$ cat config.mk
export PLATFORM = sky130hd
export DESIGN_NAME = grid_env_stepper
export DESIGN_NICKNAME = d
export VERILOG_FILES = /design/src/rtl/grid_env_pkg.sv /design/src/rtl/grid_env_stepper_move.sv /design/src/rtl/grid_env_stepper.sv
export SDC_FILE = /design/constraint.sdc
export NUM_CORES = 1
export LEC_CHECK = 0
export ABC_AREA = 1
export BUFFER_PORTS_ARGS = -buffer_cell sky130_fd_sc_hd__buf_2
export CORE_MARGIN = 10
export CORE_UTILIZATION = 40
export CTS_CLUSTER_SIZE = 8
export DETAILED_ROUTE_END_ITERATION = 10
export PLACE_DENSITY = 0.64
export SETUP_SLACK_MARGIN = 0.02
export SYNTH_ARGS = -nofsm -noshare
export SYNTH_HDL_FRONTEND = slang
export SYNTH_HIERARCHICAL = 1
export SYNTH_SLANG_ARGS = --single-unit
$ cat constraint.sdc
create_clock -name clk -period 7.8 [get_ports clk]
set_input_delay 0.39 -clock clk [delete_from_list [all_inputs] [get_ports clk]]
set_output_delay 0.39 -clock clk [all_outputs]
set_load 0.02 [all_outputs]
$ cat src/rtl/grid_env_pkg.sv
// grid_env_pkg: shared types and constants for the grid-world stepper.
//   act_e   - action codes carried on the 3-bit act bus (4-7 are illegal)
//   fsm_e   - stepper control states
//   ACT_W   - action bus width
//   DEF_REW_* - default reward values
package grid_env_pkg;

  localparam int unsigned ACT_W = 3;

  typedef enum logic [ACT_W-1:0] {
    ACT_RIGHT = 3'd0,
    ACT_UP    = 3'd1,
    ACT_LEFT  = 3'd2,
    ACT_DOWN  = 3'd3
  } act_e;

  typedef enum logic [1:0] {
    ST_IDLE     = 2'd0,
    ST_WAIT_ACT = 2'd1,
    ST_CALC     = 2'd2,
    ST_RESP     = 2'd3
  } fsm_e;

  localparam int DEF_REW_STEP = -1;
  localparam int DEF_REW_BUMP = -5;
  localparam int DEF_REW_GOAL = 10;

endpackage

$ cat src/rtl/grid_env_stepper_move.sv
// grid_move_calc: combinational move evaluation on a GRID_W x GRID_H grid.
//   cur_state    - agent position (1-based, row-major, row 0 at top)
//   act          - action code
//   blocked_mask - bit s-1 marks state s as an obstacle
//   next_state   - resulting position (cur_state when refused)
//   bump         - move refused (edge, obstacle or illegal code)
//   is_goal      - move accepted and lands on GOAL_STATE
module grid_move_calc
  import grid_env_pkg::*;
#(
  parameter int GRID_W     = 5,
  parameter int GRID_H     = 5,
  parameter int STATE_W    = 6,
  parameter int GOAL_STATE = 25
) (
  input  logic [STATE_W-1:0]       cur_state,
  input  logic [ACT_W-1:0]         act,
  input  logic [GRID_W*GRID_H-1:0] blocked_mask,
  output logic [STATE_W-1:0]       next_state,
  output logic                     bump,
  output logic                     is_goal
);

  localparam int unsigned NCELL = GRID_W * GRID_H;

  logic [STATE_W-1:0] pos;
  logic [STATE_W-1:0] col;
  logic [STATE_W-1:0] row;
  logic [STATE_W-1:0] target;
  logic               edge_hit;
  logic               obstacle;

  always_comb begin
    pos      = cur_state - STATE_W'(1);
    col      = pos % STATE_W'(GRID_W);
    row      = pos / STATE_W'(GRID_W);
    target   = cur_state;
    edge_hit = 1'b0;
    case (act)
      ACT_RIGHT: if (col == STATE_W'(GRID_W - 1)) edge_hit = 1'b1;
                 else target = cur_state + STATE_W'(1);
      ACT_UP:    if (row == '0) edge_hit = 1'b1;
                 else target = cur_state - STATE_W'(GRID_W);
      ACT_LEFT:  if (col == '0) edge_hit = 1'b1;
                 else target = cur_state - STATE_W'(1);
      ACT_DOWN:  if (row == STATE_W'(GRID_H - 1)) edge_hit = 1'b1;
                 else target = cur_state + STATE_W'(GRID_W);
      default:   edge_hit = 1'b1;
    endcase

    // Decoded mask lookup avoids a variable part-select; the goal cell is
    // never treated as blocked.
    obstacle = 1'b0;
    for (int unsigned i = 0; i < NCELL; i++) begin
      if (!edge_hit && target == STATE_W'(i + 1) &&
          target != STATE_W'(GOAL_STATE))
        obstacle = obstacle | blocked_mask[i];
    end

    bump       = edge_hit | obstacle;
    next_state = bump ? cur_state : target;
    is_goal    = !bump && (next_state == STATE_W'(GOAL_STATE));
  end

endmodule

$ cat src/rtl/grid_env_stepper.sv
// grid_env_stepper: grid-world environment stepper between the policy and
// the Q-table update block.
//   clk, rst_n           - clock, synchronous active-low reset
//   ep_start             - start/restart episode (priority over everything)
//   ep_start_state       - start cell; 0 or out of range selects START_STATE
//   blocked_mask         - per-cell obstacle bits, sampled while calculating
//   act_valid/act_ready  - action handshake, act = action code
//   cur_state            - agent position, 0 when no episode has started
//   out_valid/out_ready  - result handshake
//   next_state, reward, bump, done, truncated, step_cnt - step result
module grid_env_stepper
  import grid_env_pkg::*;
#(
  parameter int GRID_W      = 5,
  parameter int GRID_H      = 5,
  parameter int STATE_W     = 6,
  parameter int START_STATE = 1,
  parameter int GOAL_STATE  = 25,
  parameter int MAX_STEPS   = 64,
  parameter int CNT_W       = 7,
  parameter int REW_W       = 8,
  parameter int REW_STEP    = DEF_REW_STEP,
  parameter int REW_BUMP    = DEF_REW_BUMP,
  parameter int REW_GOAL    = DEF_REW_GOAL
) (
  input  logic                     clk,
  input  logic                     rst_n,
  input  logic                     ep_start,
  input  logic [STATE_W-1:0]       ep_start_state,
  input  logic [GRID_W*GRID_H-1:0] blocked_mask,
  input  logic                     act_valid,
  output logic                     act_ready,
  input  logic [ACT_W-1:0]         act,
  output logic [STATE_W-1:0]       cur_state,
  output logic                     out_valid,
  input  logic                     out_ready,
  output logic [STATE_W-1:0]       next_state,
  output logic [REW_W-1:0]         reward,
  output logic                     bump,
  output logic                     done,
  output logic                     truncated,
  output logic [CNT_W-1:0]         step_cnt
);

  localparam int NCELL = GRID_W * GRID_H;

  fsm_e               fsm;
  logic [ACT_W-1:0]   act_r;
  logic [STATE_W-1:0] start_sel;
  logic [STATE_W-1:0] mv_next;
  logic               mv_bump;
  logic               mv_goal;
  logic [CNT_W-1:0]   cnt_inc;
  logic               budget_out;

  assign act_ready  = (fsm == ST_WAIT_ACT);
  assign out_valid  = (fsm == ST_RESP);
  assign start_sel  = (ep_start_state == '0 || ep_start_state > STATE_W'(NCELL))
                      ? STATE_W'(START_STATE) : ep_start_state;
  assign cnt_inc    = step_cnt + CNT_W'(1);
  assign budget_out = (cnt_inc == CNT_W'(MAX_STEPS));

  grid_move_calc #(
    .GRID_W     (GRID_W),
    .GRID_H     (GRID_H),
    .STATE_W    (STATE_W),
    .GOAL_STATE (GOAL_STATE)
  ) u_move (
    .cur_state    (cur_state),
    .act          (act_r),
    .blocked_mask (blocked_mask),
    .next_state   (mv_next),
    .bump         (mv_bump),
    .is_goal      (mv_goal)
  );

  always_ff @(posedge clk) begin
    if (!rst_n) begin
      fsm        <= ST_IDLE;
      act_r      <= '0;
      cur_state  <= '0;
      step_cnt   <= '0;
      next_state <= '0;
      reward     <= '0;
      bump       <= 1'b0;
      done       <= 1'b0;
      truncated  <= 1'b0;
    end else if (ep_start) begin
      // Restart from any state drops a pending action or result.
      cur_state <= start_sel;
      step_cnt  <= '0;
      fsm       <= ST_WAIT_ACT;
    end else begin
      case (fsm)
        ST_IDLE: ;
        ST_WAIT_ACT: begin
          if (act_valid) begin
            act_r <= act;
            fsm   <= ST_CALC;
          end
        end
        ST_CALC: begin
          next_state <= mv_next;
          bump       <= mv_bump;
          if (mv_goal)      reward <= REW_W'(REW_GOAL);
          else if (mv_bump) reward <= REW_W'(REW_BUMP);
          else              reward <= REW_W'(REW_STEP);
          done       <= mv_goal | budget_out;
          truncated  <= !mv_goal & budget_out;
          step_cnt   <= cnt_inc;
          fsm        <= ST_RESP;
        end
        ST_RESP: begin
          if (out_ready) begin
            cur_state <= next_state;
            fsm       <= done ? ST_IDLE : ST_WAIT_ACT;
          end
        end
        default: fsm <= ST_IDLE;
      endcase
    end
  end

endmodule

Yosys cells after proc, flatten, opt, wreduce, memory -nomap -nowiden. Cells that the tools add are included.

$add $sub $neg: 5. Divide/modulo/power cells: 2. Magnitude comparators: 1. Equality and inequality tests: 40. Multiplexer cells: 47. Bitwise logic cells: 29. Reduce and logical (&&, ||, !) cells: 69.

Operator list (number): $eq A6 B5 Y1 const B (11); $mux W6 (9); $logic_and A1 B1 Y1 (51); $eq A6 B4 Y1 const B (8); $eq A6 B3 Y1 const B (6); $mux W1 (31); $or A1 B1 Y1 (26); $pmux W6 S4 (1); $logic_not A6 Y1 (3); $eq A6 B2 Y1 const B (2); $reduce_and A3 Y1 (3); $mux W8 (1); $add A7 B1 Y7 const B (1); $eq A7 B7 Y1 const B (1); $add A6 B1 Y6 const B (1); $add A6 B3 Y6 const B (1); $div A6 B3 Y6 const B (1); $eq A3 B2 Y1 const B (2); $eq A6 B1 Y1 const B (1); $gt A6 B5 Y1 const B (1); $mod A6 B3 Y6 const B (1); $ne A6 B5 Y1 const B (1); $pmux W2 S3 (1); $sub A6 B1 Y6 const B (1); other kinds (21) (28).

Flip-flop bits (word level): 35. Input bits: 39. Output and inout port bits: 32.

Logic depth before layout (Yosys ltp).
Depth in word-level cells: 63. Depth in mapped cells: 49. Gate-level depth less buffers: 48.

Cells and area by module. Netlist, hierarchy kept.

By module, submodules not included: grid_move_calc (times used 1, cells each 336, area an instance 1819.2 um2, seq. area each 0.0 um2); grid_env_stepper (times used 1, cells each 189, area an instance 1453.9 um2, seq. area each 600.6 um2).

Worst setup path before layout. Ideal clock, no wire load.

Kind: flip-flop to flip-flop. Start: register cur_state[1]. End: register next_state[0]. Data arrival time: 4.705 ns. Required time: 7.678 ns. Path slack: 2.974 ns. Cell stages (with the launch flop): 48. Buffers on the path: 1. Period minus slack after synthesis: 4.826 ns. Cells stage by stage: dfxtp_1 buf_6 inv_1 ha_1 inv_2 nor2_4 nand2_1 nand2_1 nand2_1 inv_2 a21oi_2 nand2_2 nand2_2 nand2_2 nand2_1 inv_2 ha_1 inv_1 (+12 left out) nor2_2 nand2_2 nand2_1 nand3_1 nand3_2 nand2_4 nand2_2 inv_2 nand3_1 nand2_1 nor2_2 nand2_2 a21oi_4 nand3_4 nand2_1 nand2_1 o21ai_0 a21oi_2.

Longest elaborated chain between the ends: 59. Elaborated cells between the ends (all ways): 148. Those cells by class: add/sub: 4; div: 2; eq/ne: 28; mux: 36; bitwise: 25; reduce/logical: 53.

RTL lines: from (decl) (RTL line grid_env_stepper.sv:34) `output logic [STATE_W-1:0] cur_state,`; from (signal assigned) (RTL line grid_env_stepper.sv:90) `cur_state <= start_sel;`; from (signal assigned) (RTL line grid_env_stepper.sv:115) `cur_state <= next_state;`; $sub A6 B1 Y6 (RTL line grid_env_stepper_move.sv:34, grid_env_stepper_move.sv:45); $div A6 B3 Y6 or $mod A6 B3 Y6 (tied branches) (RTL line grid_env_stepper_move.sv:36, grid_env_stepper_move.sv:35); $eq A6 B3 Y1, or another cell as far along (RTL line grid_env_stepper_move.sv:46) `ACT_DOWN: if (row == STATE_W'(GRID_H - 1)) edge_hit = 1'b1;`; $mux W6, or another cell as far along (RTL line grid_env_stepper_move.sv:46); $pmux W6 S4 or $pmux W1 S4 (tied branches) (RTL line grid_env_stepper_move.sv:39) `case (act)`; $eq A6 B1 Y1 or $logic_not A1 Y1 (tied branches) (RTL line grid_env_stepper_move.sv:55) `if (!edge_hit && target == STATE_W'(i + 1) &&`; $logic_and A1 B1 Y1 (2 in a row) (RTL line grid_env_stepper_move.sv:55); $mux W1 (RTL line grid_env_stepper_move.sv:55); (+44 left out); $or A1 B1 Y1 (RTL line grid_env_stepper_move.sv:57) `obstacle = obstacle | blocked_mask[i];`; $mux W1 (RTL line grid_env_stepper_move.sv:55); $or A1 B1 Y1 (RTL line grid_env_stepper_move.sv:57); $mux W1 (RTL line grid_env_stepper_move.sv:55); $or A1 B1 Y1 * (RTL line grid_env_stepper_move.sv:60) `bump = edge_hit | obstacle;`; net mv_bump (RTL line grid_env_stepper.sv:51) `logic mv_bump;`; $mux W6 * (RTL line grid_env_stepper_move.sv:61) `next_state = bump ? cur_state : target;`; net mv_next[0] (RTL line grid_env_stepper.sv:50) `logic [STATE_W-1:0] mv_next;`; to (signal assigned) (RTL line grid_env_stepper.sv:103) `next_state <= mv_next;`; to (decl) (RTL line grid_env_stepper.sv:37) `output logic [STATE_W-1:0] next_state,`.

The timed path passes the listed nets; every way through them passes the cells marked *. A chain may end at the register's enable or synchronous reset.

Final worst setup path.
Start: register cur_state[1]. End: register next_state[1].

The elaborated chain is that of the path after synthesis.

==> results.json <==
{
  "grt_use_total": 0.142,
  "synthArstFlopShare": 0,
  "synth_top_area_cell": "dfxtp_1",
  "pin_count": 71,
  "yosysTopAreaCellShare": 0.183,
  "tns_ns": 0,
  "cpPeakStageDelay_ns": 0.70,
  "report.final.setup_viol": 0,
  "num_vias": 3535,
  "grt_pass1_vias": 3351,
  "required_ns": 8.00,
  "nets": 634,
  "critPathLaunchType": "register",
  "cts_hold_buf": 0,
  "placed_cells": 682,
  "place.gp.congestion": 0.901,
  "crit_family": "simple AND/OR/NAND/NOR gates",
  "slew_headroom": 0.419,
  "multi_input_area_mm2": 0.00225,
  "rsz0062_at_grt": "no",
  "cts_buffer_depth": 2,
  "via_per_inst": 5.12,
  "cp_data_arrival_time_ns": 5.87,
  "period_share": 0.727,
  "clk_transition_reported_paths_ns": 0.06,
  "final.setup_skew_ns": 0.00660,
  "p_leak_uw": 0.00188,
  "final_antenna_net_count": 0,
  "yosysMostFrequentCell": "nand2_1",
  "grt.overflow.total": 0,
  "cts_tree": "done",
  "finalHoldWorstSlack_ns": 0.374,
  "drc": 0,
  "clockRootBuffer": "clkbuf_8",
  "power.density_mw_per_mm2": 202,
  "crit_path_end_kind": "register",
  "vdd_drop_max_uv": 102,
  "antenna_found_initial": 0,
  "drive_above_1_share": 0.286,
  "drt_iter0_markers": 226,
  "cts.sinks": 30,
  "ys_top_cells_by_area": "dfxtp_1, nand2_1, nand3_1",
  "post_drt_wl_per_cell_um": 13.3,
  "drt-total-wl_mm": 9.16,
  "cts_resized": 0,
  "syn-cell-area_mm2": 0.00327,
  "synthToLayoutAreaGrowth_pct": 13.7,
  "cts_made_buffers": 5,
  "ys_top_cells_by_count": "nand2_1, nand3_1, inv_1, nor2_1, dfxtp_1",
  "htree_levels": 2,
  "chipHeight_um": 110,
  "synth-edff-count": 0,
  "clock_latency_ns": 0.28,
  "row_count": 32,
  "dr.pass1.iters": 5,
  "synthCells": 525,
  "seq_area_frac_synth": 0.183,
  "die_area_mm2": 0.0122,
  "dpl_cell_area_mm2": 0.00363,
  "fmax_mhz": 176,
  "worst_pin_slew_ns": 0.865,
  "grt_pass1_wl_mm": 15.5,
  "io_buffer_count": 69,
  "instances_no_fill": 690,
  "core_area_mm2": 0.00785,
  "worst_hold_path_type": "in -> reg",
  "fillers": 875,
  "maxCapViolCount": 0,
  "die_x_um": 110,
  "initial_core_util": 0.417,
  "grt_max_degree": 18,
  "cp_common_cell": "nand2_1",
  "period_minus_slack_ns": 5.67,
  "ys_warn_count": 6,
  "postCtsSetupRepairBufs": 0,
  "synth_area_per_cell_um2": 6.23,
  "synth_cell_types": 47,
  "fin_area_mm2": 0.00372,
  "seq_area_um2": 601,
  "hold_viol_final": 0,
  "hpwlAfterDp_mm": 7.41,
  "insertedDiodeCount": 0,
  "synth_seq_cells": 30,
  "syn-num-nets": 572,
  "cpMaxStageDelayCell": "dfxtp_1",
  "path_buf_inv": 6,
  "drv_slew": 0,
  "ys.flop_type": "dfxtp_1",
  "status": "complete, no violations",
  "critPathMaxFanout": 12,
  "crit_type": "reg -> reg"
}
## path summary, 6_finish.rpt
path | slack [ns] | cells after the start | to | start
setup / recovery | 2.13 | 43 | next_state[1] | cur_state[1]
hold / removal | 0.37 | 3 | act_r[1] | act[1]
setup reg to reg | 2.13 | 43 | next_state[1] | cur_state[1]
hold reg to reg | 0.47 | 2 | reward[2] | reward[2]
## tightest hold or removal path, cell delays in order
cell	delay, ns
buf_2	0.08
o21ai_0	0.08
nor2_1	0.08
## placed cells by master (no fill, tap or decap), types with 3 or more instances in the layout
| cell | count |
|---|---|
| xor2_1 | 6 |
| nand2_4 | 5 |
| o21ai_1 | 3 |
| nor2_2 | 11 |
| nor2_1 | 40 |
| nand4_1 | 16 |
| ha_1 | 8 |
| nor3_1 | 10 |
| inv_1 | 56 |
| nor2_4 | 6 |
| buf_2 | 69 |
| a21oi_1 | 24 |
| o211ai_1 | 4 |
| o21ai_0 | 23 |
| nand3_2 | 12 |
| clkinv_1 | 3 |
| inv_2 | 20 |
| clkbuf_8 | 6 |
| nand3_1 | 68 |
| nand2_1 | 115 |
| dfxtp_1 | 30 |
| a21oi_2 | 5 |
| nand2_2 | 20 |
## through the flow
step / total power, µW / worst slack [ns] / utilization
after CTS: 756 / 2.16 / 0.474
after floorplan: 540 / 2.97 / -
after global routing: 823 / 1.55 / 0.474
after global placement: 616 / 2.31 / 0.463
final: 753 / 2.13 / 0.474
after detailed placement: 625 / 2.20 / 0.463
## area by class of cell
| cell class | count | share of cell area |
|---|---|---|
| timing repair buffer | 70 | 0.0948 |
| clock buffer | 7 | 0.0232 |
| multi-input combinational | 400 | 0.604 |
| clock inverter | 1 | 0.00134 |
| sequential | 30 | 0.161 |
| tap | 102 | 0.0343 |
| inverter | 80 | 0.0814 |
## where the power goes
part	total, µW	switching (µW)	internal [µW]
clock	128	57.1	71.0
combinational	459	315	144
sequential	166	8.63	157
total	753	380	373
## logic make-up (layout without fill, tap and decap cells)
logic type | count (synthesis) | count (layout) | share of synthesized area
AOI/OAI and AO/OA | 71 | 71 | 0.133
xor gates and xnor gates | 8 | 8 | 0.0214
buffers and inverters | 95 | 158 | 0.130
DFF | 30 | 30 | 0.183
adders and majority gates | 8 | 8 | 0.0306
and+or+nand+nor | 313 | 313 | 0.501
## state kept, by name, summed over array words and instances (netlist names)
signal and flops:
cur_state 6, done 1, next_state 6, fsm 2
truncated 1, act_r 3, step_cnt 7, bump 1
reward 3
## metal layers
| layer | GRT usage | share of wire | vias up |
|---|---|---|---|
| li1 | - | - | 1839 |
| met3 | 0.0259 | 0.060 | 8 |
| met5 | 0 | 0 | - |
| met1 | 0.201 | 0.51 | 1573 |
| met2 | 0.217 | 0.42 | 115 |
| met4 | 0.0320 | 0.0082 | 0 |
Note: power is estimated with default switching activity, not from simulation.
